`config.mk`:
```
export PLATFORM = sky130hd
export DESIGN_NAME = led_recv
export DESIGN_NICKNAME = d
export VERILOG_FILES = /design/src/rtl/led_recv.sv
export SDC_FILE = /design/constraint.sdc
export NUM_CORES = 1
export LEC_CHECK = 0
export BUFFER_PORTS_ARGS = -buffer_cell sky130_fd_sc_hd__buf_4
export CORE_ASPECT_RATIO = 0.5
export CORE_UTILIZATION = 51
export DETAILED_ROUTE_END_ITERATION = 10
export PLACE_DENSITY = 0.83
export REMOVE_ABC_BUFFERS = 1
export SYNTH_ARGS = -nofsm -noshare
export SYNTH_HDL_FRONTEND = slang
export SYNTH_SLANG_ARGS = --single-unit
```
`constraint.sdc`:
```
create_clock -name clk -period 1.9 [get_ports clk]
set_input_delay 0.38 -clock clk [delete_from_list [all_inputs] [get_ports clk]]
set_output_delay 0.38 -clock clk [all_outputs]
set_load 0.03 [all_outputs]
```
`src/rtl/led_recv.sv`:
```
// led_recv: receive side of the LED serial link.
// Oversamples the cko/sdo pair in the clk domain, deserialises MSB-first into
// WORD_W-bit words and delimits frames by an idle gap of GAP_CNT clk cycles
// with no cko rising edge.
//
// Ports:
//   clk         system clock (150 MHz)
//   rst         synchronous, active-high reset
//   cko_i       serial clock from the transmitter (asynchronous)
//   sdo_i       serial data, valid at cko rising edge
//   data_out    last completed word, MSB = first bit received
//   data_valid  1-cycle pulse when data_out updates
//   word_idx    index of the word on data_out within its frame (saturates at LED_NUM)
//   frame_done  1-cycle pulse when a frame of exactly LED_NUM whole words ends
//   frame_err   1-cycle pulse when a frame ends malformed
//   frame_cnt   (LED_RECV_STAT_EN only) count of frame_done pulses, wraps
//   err_cnt     (LED_RECV_STAT_EN only) count of frame_err pulses, wraps
//
// Optional feature macro: LED_RECV_STAT_EN adds the frame_cnt/err_cnt counters.
module led_recv #(
  parameter int unsigned LED_NUM = 4,
  parameter int unsigned WORD_W  = 128,
  parameter int unsigned GAP_CNT = 16
) (
  input  logic                      clk,
  input  logic                      rst,
  input  logic                      cko_i,
  input  logic                      sdo_i,
  output logic [WORD_W-1:0]         data_out,
  output logic                      data_valid,
  output logic [$clog2(LED_NUM):0]  word_idx,
  output logic                      frame_done,
  output logic                      frame_err
`ifdef LED_RECV_STAT_EN
  ,
  output logic [15:0]               frame_cnt,
  output logic [15:0]               err_cnt
`endif
);

  localparam int unsigned IW = $clog2(LED_NUM) + 1;
  // word_cnt must hold LED_NUM + 1 to flag long frames
  localparam int unsigned CW = $clog2(LED_NUM + 2);
  localparam int unsigned BW = $clog2(WORD_W + 1);
  localparam int unsigned GW = $clog2(GAP_CNT + 1);

  localparam logic [CW-1:0] LedNumC  = CW'(LED_NUM);
  localparam logic [CW-1:0] CntMax   = CW'(LED_NUM + 1);
  localparam logic [BW-1:0] WordLast = BW'(WORD_W);
  localparam logic [GW-1:0] GapLast  = GW'(GAP_CNT - 1);

  localparam logic [0:0] StIdle = 1'b0;
  localparam logic [0:0] StRecv = 1'b1;

  // Input synchronisers
  logic cko_s1_q, cko_s2_q, cko_s3_q;
  logic sdo_s1_q, sdo_s2_q;
  logic rise;

  assign rise = cko_s2_q & ~cko_s3_q;

  logic [0:0]        state_q, state_d;
  logic [WORD_W-1:0] shift_q, shift_d;
  logic [BW-1:0]     bit_cnt_q, bit_cnt_d;
  logic [CW-1:0]     word_cnt_q, word_cnt_d;
  logic [GW-1:0]     gap_q, gap_d;
  logic [WORD_W-1:0] data_out_q, data_out_d;
  logic              data_valid_q, data_valid_d;
  logic [IW-1:0]     word_idx_q, word_idx_d;
  logic              frame_done_q, frame_done_d;
  logic              frame_err_q, frame_err_d;

  logic [WORD_W-1:0] shifted;
  logic [BW-1:0]     bit_cnt_inc;

  always_comb begin
    state_d      = state_q;
    shift_d      = shift_q;
    bit_cnt_d    = bit_cnt_q;
    word_cnt_d   = word_cnt_q;
    gap_d        = gap_q;
    data_out_d   = data_out_q;
    data_valid_d = 1'b0;
    word_idx_d   = word_idx_q;
    frame_done_d = 1'b0;
    frame_err_d  = 1'b0;

    shifted     = {shift_q[WORD_W-2:0], sdo_s2_q};
    bit_cnt_inc = bit_cnt_q + BW'(1);

    if (rise) begin
      // A rise always wins: it clears the gap counter before it can expire.
      // In IDLE bit_cnt is already 0, so the same path starts a new frame.
      state_d = StRecv;
      shift_d = shifted;
      gap_d   = '0;
      if (bit_cnt_inc == WordLast) begin
        data_out_d   = shifted;
        data_valid_d = 1'b1;
        word_idx_d   = (word_cnt_q >= LedNumC) ? IW'(LED_NUM) : IW'(word_cnt_q);
        if (word_cnt_q != CntMax) begin
          word_cnt_d = word_cnt_q + CW'(1);
        end
        bit_cnt_d = '0;
      end else begin
        bit_cnt_d = bit_cnt_inc;
      end
    end else if (state_q == StRecv) begin
      if (gap_q == GapLast) begin
        // Gap expired: classify the frame and return to IDLE.
        if ((bit_cnt_q == '0) && (word_cnt_q == LedNumC)) begin
          frame_done_d = 1'b1;
        end else begin
          frame_err_d = 1'b1;
        end
        word_cnt_d = '0;
        bit_cnt_d  = '0;
        gap_d      = '0;
        state_d    = StIdle;
      end else begin
        gap_d = gap_q + GW'(1);
      end
    end else begin
      gap_d = '0;
    end
  end

  always_ff @(posedge clk) begin
    if (rst) begin
      cko_s1_q     <= 1'b0;
      cko_s2_q     <= 1'b0;
      cko_s3_q     <= 1'b0;
      sdo_s1_q     <= 1'b0;
      sdo_s2_q     <= 1'b0;
      state_q      <= StIdle;
      shift_q      <= '0;
      bit_cnt_q    <= '0;
      word_cnt_q   <= '0;
      gap_q        <= '0;
      data_out_q   <= '0;
      data_valid_q <= 1'b0;
      word_idx_q   <= '0;
      frame_done_q <= 1'b0;
      frame_err_q  <= 1'b0;
    end else begin
      cko_s1_q     <= cko_i;
      cko_s2_q     <= cko_s1_q;
      cko_s3_q     <= cko_s2_q;
      sdo_s1_q     <= sdo_i;
      sdo_s2_q     <= sdo_s1_q;
      state_q      <= state_d;
      shift_q      <= shift_d;
      bit_cnt_q    <= bit_cnt_d;
      word_cnt_q   <= word_cnt_d;
      gap_q        <= gap_d;
      data_out_q   <= data_out_d;
      data_valid_q <= data_valid_d;
      word_idx_q   <= word_idx_d;
      frame_done_q <= frame_done_d;
      frame_err_q  <= frame_err_d;
    end
  end

  assign data_out   = data_out_q;
  assign data_valid = data_valid_q;
  assign word_idx   = word_idx_q;
  assign frame_done = frame_done_q;
  assign frame_err  = frame_err_q;

`ifdef LED_RECV_STAT_EN
  logic [15:0] frame_cnt_q, frame_cnt_d;
  logic [15:0] err_cnt_q, err_cnt_d;

  always_comb begin
    frame_cnt_d = frame_cnt_q;
    err_cnt_d   = err_cnt_q;
    if (frame_done_d) begin
      frame_cnt_d = frame_cnt_q + 16'd1;
    end
    if (frame_err_d) begin
      err_cnt_d = err_cnt_q + 16'd1;
    end
  end

  always_ff @(posedge clk) begin
    if (rst) begin
      frame_cnt_q <= '0;
      err_cnt_q   <= '0;
    end else begin
      frame_cnt_q <= frame_cnt_d;
      err_cnt_q   <= err_cnt_d;
    end
  end

  assign frame_cnt = frame_cnt_q;
  assign err_cnt   = err_cnt_q;
`endif

endmodule

```
After elaboration in Yosys (flattened, before gate mapping)

Index checks and enable logic that the tools add are counted.

Add/sub/neg operators: 3
Order comparisons: 1
Equality and inequality tests: 6
Muxes and demuxes: 16
Bitwise logic cells: 5
Reductions and logical operators: 10

Operator list:

| cell                  | number |
|---|---|
| $mux W8               | 4 |
| $mux W3               | 6 |
| $add A8 B1 Y8 const B | 1 |
| $eq A8 B8 Y1 const B  | 1 |
| $logic_not A8 Y1      | 1 |
| $reduce_or A4 Y1      | 2 |
| $mux W1               | 6 |
| $add A5 B1 Y5 const B | 1 |
| $eq A5 B4 Y1 const B  | 1 |
| $ne A2 B1 Y1 const B  | 2 |
| $not A1 Y1            | 4 |
| $reduce_and A2 Y1     | 2 |
| $reduce_and A4 Y1     | 1 |
| $reduce_bool A2 Y1    | 2 |
| $add A3 B1 Y3 const B | 1 |
| $eq A3 B3 Y1 const B  | 1 |
| $ge A3 B3 Y1 const B  | 1 |
| $ne A3 B3 Y1 const B  | 1 |
| $reduce_or A2 Y1      | 1 |
| $and A1 B1 Y1         | 1 |
| $logic_and A1 B1 Y1   | 1 |

Bits in registers: 283
Input bits: 4
Output and inout port bits: 134
Logic and storage cells: 56

Depth between registers and ports, before layout

Depth after elaboration: 4
Mapped depth: 9
Mapped depth without buffers: 7

Worst setup path before layout

No wires, ideal clock.

Path type: register to register
Start: reg bit_cnt_q[0]
End: reg data_out_q[27] (netlist: data_out[27])
Library setup time: 0.132 ns
Data arrival time: 1.964 ns
Data required time: 1.768 ns
Slack: -0.196 ns
Cell stages (with the launch flop): 10
Buffers on the path: 3
Period minus slack after synthesis: 2.096 ns
Cells stage by stage: dfxtp_1 ha_1 nand3_2 or3_1 and4_1 clkbuf_1 buf_2 buf_2 nand3_1 a21oi_1

Word-level cells in the longest chain between the ends: 3

Ends and longest elaborated chain:

| element                     | RTL line | text |
|---|---|---|
| start, declared             | 64       | `logic [BW-1:0] bit_cnt_q, bit_cnt_d;` |
| start signal, assigned      | 153      | `bit_cnt_q <= bit_cnt_d;` |
| $add A8 B1 Y8               | 89       | `bit_cnt_inc = bit_cnt_q + BW'(1);` |
| $eq A8 B8 Y1                | 97       | `if (bit_cnt_inc == WordLast) begin` |
| $reduce_and A2 Y1 (no line) | --       |  |
| end signal, assigned        | 156      | `data_out_q <= data_out_d;` |
| end, declared               | 67       | `logic [WORD_W-1:0] data_out_q, data_out_d;` |

No other way between the ends.
A chain may end at the register's enable or synchronous reset.

Worst setup path in the final report

Start: reg bit_cnt_q[0]
End: reg data_out_q[20] (netlist: data_out[20])

The elaborated chain is that of the path after synthesis.

==> results.env <==
CLKTRANSATPATHREGS_NS=0.08
FF_LATCH_AREA_UM2=5683
SYNTH.CELL_AREA_UM2=9933
NUMBER_OF_ENABLE_TYPE_REGISTER_CELLS_IN_THE_SYNTHESIZED_NETLIST=0
NNETSFINAL=1187
DETAILED_PLACE.AREA_UM2=11330
FINAL.HOLD.WORST_SLACK_NS=0.06890
OUTCOME='finished, violations left'
VDD_DROP_MAX_uV=743.0
FINAL-SETUP-VIOL-COUNT=136
HTREE_NUM_LEVELS=1
FINAL_MAX_SLEW_VIOL_COUNT=0
TIMING.FINAL.CRIT_SHARE_PCT=117.1
REGTOREGSETUPSLACK_NS=-0.33
CTS_ROOT_BUFFER='clkbuf_16'
NUMBER_OF_DIFFERENT_LIBRARY_CELLS_IN_THE_POST_SYNTHESIS_NETLIST=51
FP.COREAREA_UM2=18740
HPWL_UM=14590
MIN-DELAY-PATH-CLASS='input pin to register'
YS_FF_LATCH=283
TIGHTESTPINTRANSITION_NS=0.5940
DRIVE_GT1_SHARE_PCT=47.82
DP.CELLS=1342
CTS_SINKS=283
SKEW_FINAL_NS=0.01789
TIMING.FINAL.CRIT_PERIOD_NS=2.225
VIAS=10470
VIAS_IN_THE_FIRST_GLOBAL_ROUTE=8285
SYNTH.AREA.TOP_CELLS='dfxtp_1 57%, a22o_1 11%, a21oi_1 7.1%, nand3_1 6.6%, o21ai_0 4.4%'
TOTAL_NON_FILLER_CELL_AREA_IN_THE_FINISHED_LAYOUT_UM2=15230
CHIPHEIGHT_UM=100.7
LAYOUT-AREA-OVERHEAD-VS-SYNTH_PCT=53.36
YOSYS_WARNINGS=0
CLOCK_INSERTION_DELAY_AT_THE_LATER_PIN_OF_THE_SKEW_REPORT_NS=0.53
CHIPWIDTH_UM=199.4
ASYNC_RESET_FF_SHARE_PCT=0
ANTENNA_VIOLATIONS_BEFORE_REPAIR=0
RSZ0062_AT_GRT='yes'
SYNTH_TOP_AREA_CELL='dfxtp_1'
POSTROUTEWIRELENGTH_UM=43070
WORST-ENDPOINT-REQUIRED_NS=2.30
DRC=0
DRTANTENNAVIOLNETS=0
VIOLATIONS='negative setup slack'
HOLDBUFCOUNTCTS=0
PATH_MAX_FANOUT=35
COUNT_OF_PLACED_STANDARD_CELLS_IN_THE_FINAL_LAYOUT_FILLERS_LEFT_OUT=1451
BUFFER_PORTS.INSERTED=137
CRITICAL_PATH.STARTPOINT_TYPE='register'
FLOORPLAN.ROWS=35
GLOBALPLACE.CONGESTION=0.8045
MAX_SLEW_MARGIN_PCT=60.40
DIEAREA_UM2=20070
GR-TOTAL-OVERFLOW=0
TRITONCTS='built'
YOSYS_MOST_USED_DFF='dfxtp_1'
POWERDENSITY_nW_PER_UM2=752.2
SETUP_TNS_NS=-25.74
POWER.LEAKAGE_uW=0.005319
WIRE_PER_INST_UM=29.68
FIRST_ITER_VIOLATIONS=1447
WORST_SETUP_PATH_END_KIND='register'
CLASSIFICATION_OF_THE_WORST_SETUP_PATH='register to register'
VIA_PER_INST=7.218
PIN_COUNT=138
SYN_INST=1015
AREA_TAKEN_BY_MULTI_INPUT_LOGIC_GATES_UM2=5527
SYNTH.YOSYS.SEQ_AREA_SHARE_PCT=57.03
F_MAX_GHz=0.4494
CLOCK_TREE.BUFFER_DEPTH=3
MAX_CAP_VIOL_COUNT=0
FINAL_CORE_UTILIZATION_PCT=81.27
INITIAL_UTILIZATION_PCT=53.00
SETUP_WS_NS=-0.3251
NUMCTSBUFFERS=24
FIRST_PASS_GRT_WIRE_LENGTH_UM=43550
ANTENNA_CELLS_INSERTED=0
CRIT_ARRIVAL_NS=2.62
SYNTHDOMINANTCELLAREASHARE_PCT=57.03
AVG_CELL_AREA_SYN_UM2=9.786
GRT_START_MAX_NET_PINS=78
FILLCELLCOUNT=821
REPORT.FINAL.HOLD_VIOL_COUNT=0
DRT_PASS1_ITERATIONS=6
GROUTE.USAGE.OVERALL_PCT=27.00
[synth_stat cells, drive strengths merged, types with 6 or more instances]
cell    number
dfxtp      283
ha           7
nand3      133
clkbuf      67
nor2        10
o21ai      136
nand2       10
nor2b        7
buf         40
inv          6
a21oi      142
a22o       127
[stage by stage]
step | total power [µW] | setup slack (ns)
final | 11460 | -0.3251
after global routing | 11640 | -0.3442
after CTS | 11230 | -0.06939
after detailed placement | 6281 | -0.1715
after global placement | 6275 | -0.001471
after floorplan | 6150 | -3.303
[path summary, 6_finish.rpt]
path / start / endpoint / cells after the start
max reg2reg: bit_cnt_q[0]$_SDFFE_PP0P_ / data_out[20]$_SDFFE_PP0P_ / 9
min: sdo_i / sdo_s1_q$_SDFF_PP0_ / 2
max: bit_cnt_q[0]$_SDFFE_PP0P_ / data_out[20]$_SDFFE_PP0P_ / 9
min reg2reg: sdo_s1_q$_SDFF_PP0_ / sdo_s2_q$_SDFF_PP0_ / 1
[report_power, final]
group / internal, µW / switching, µW
combinational: 55.5 / 197
clock: 2890 / 2370
sequential: 5930 / 9.25
total: 8880 / 2580
[worst max-delay path, stage by stage (launching register included)]
cell,delay (ns)
dfxtp_4,0.39
ha_4,0.17
nand3_4,0.10
buf_6,0.15
o21ai_4,0.18
buf_4,0.16
nand4_4,0.18
buf_12,0.25
o21ai_0,0.36
a21oi_2,0.12
[cell usage in the layout, fill, tap and decap left out, types with 15 or more instances in the layout]
cell       instances
a21oi_2           84
nand3_4           43
o21ai_1           41
buf_12            29
buf_6             15
o21ai_0           21
a21oi_1           57
buf_4            157
a22o_1           127
o21ai_2           47
nand3_2           63
o21ai_4           27
clkbuf_16         47
nand3_1           27
dfxtp_1          275
[registers in the layout, summed over array words and instances (netlist names), 3 cells and up]
signal	count
shift_q	127
gap_q	5
data_out	128
word_idx	3
word_cnt_q	3
bit_cnt_q	8
[final cells by class]
| class | count | share of cell area (%) |
|---|---|---|
| Timing Repair Buffer | 241 | 18.87 |
| Tap cell | 259 | 2.127 |
| Clock inverter | 6 | 0.5667 |
| Inverter | 6 | 0.1478 |
| Clock buffer | 36 | 4.706 |
| Sequential cell | 283 | 37.31 |
| Multi-Input combinational cell | 620 | 36.28 |
[cells by family after synthesis]
group | count (synthesis) | share of synthesized area, %
flops | 283 | 57.03
buf+inv | 113 | 4.975
mux | 1 | 0.1008
fa+ha+maj | 7 | 0.8817
compound gates | 418 | 26.52
simple gates | 191 | 10.32
xor+xnor | 2 | 0.1764
[repair_timing]
action | 4_1_cts | 5_1_grt
setup buffers | 12 | 17
pin swaps | 16 | 174
resized for setup | 30 | 439
gates cloned | 9 | 31
setup endpoints to repair | 128 | 137
[layer usage]
| layer | routed length (µm) | vias up | part of all wire [%] | GRT usage, % |
|---|---|---|---|---|
| li1 | - | 4053 | - | - |
| met1 | 15910 | 5044 | 37 | 35.37 |
| met2 | 18770 | 1050 | 44 | 45.54 |
| met3 | 5552 | 326 | 13 | 4.550 |
| met4 | 2839 | 0 | 6.6 | 9.043 |
| met5 | 0 | - | 0 | 0 |
Note: power is estimated with default switching activity, not from simulation.
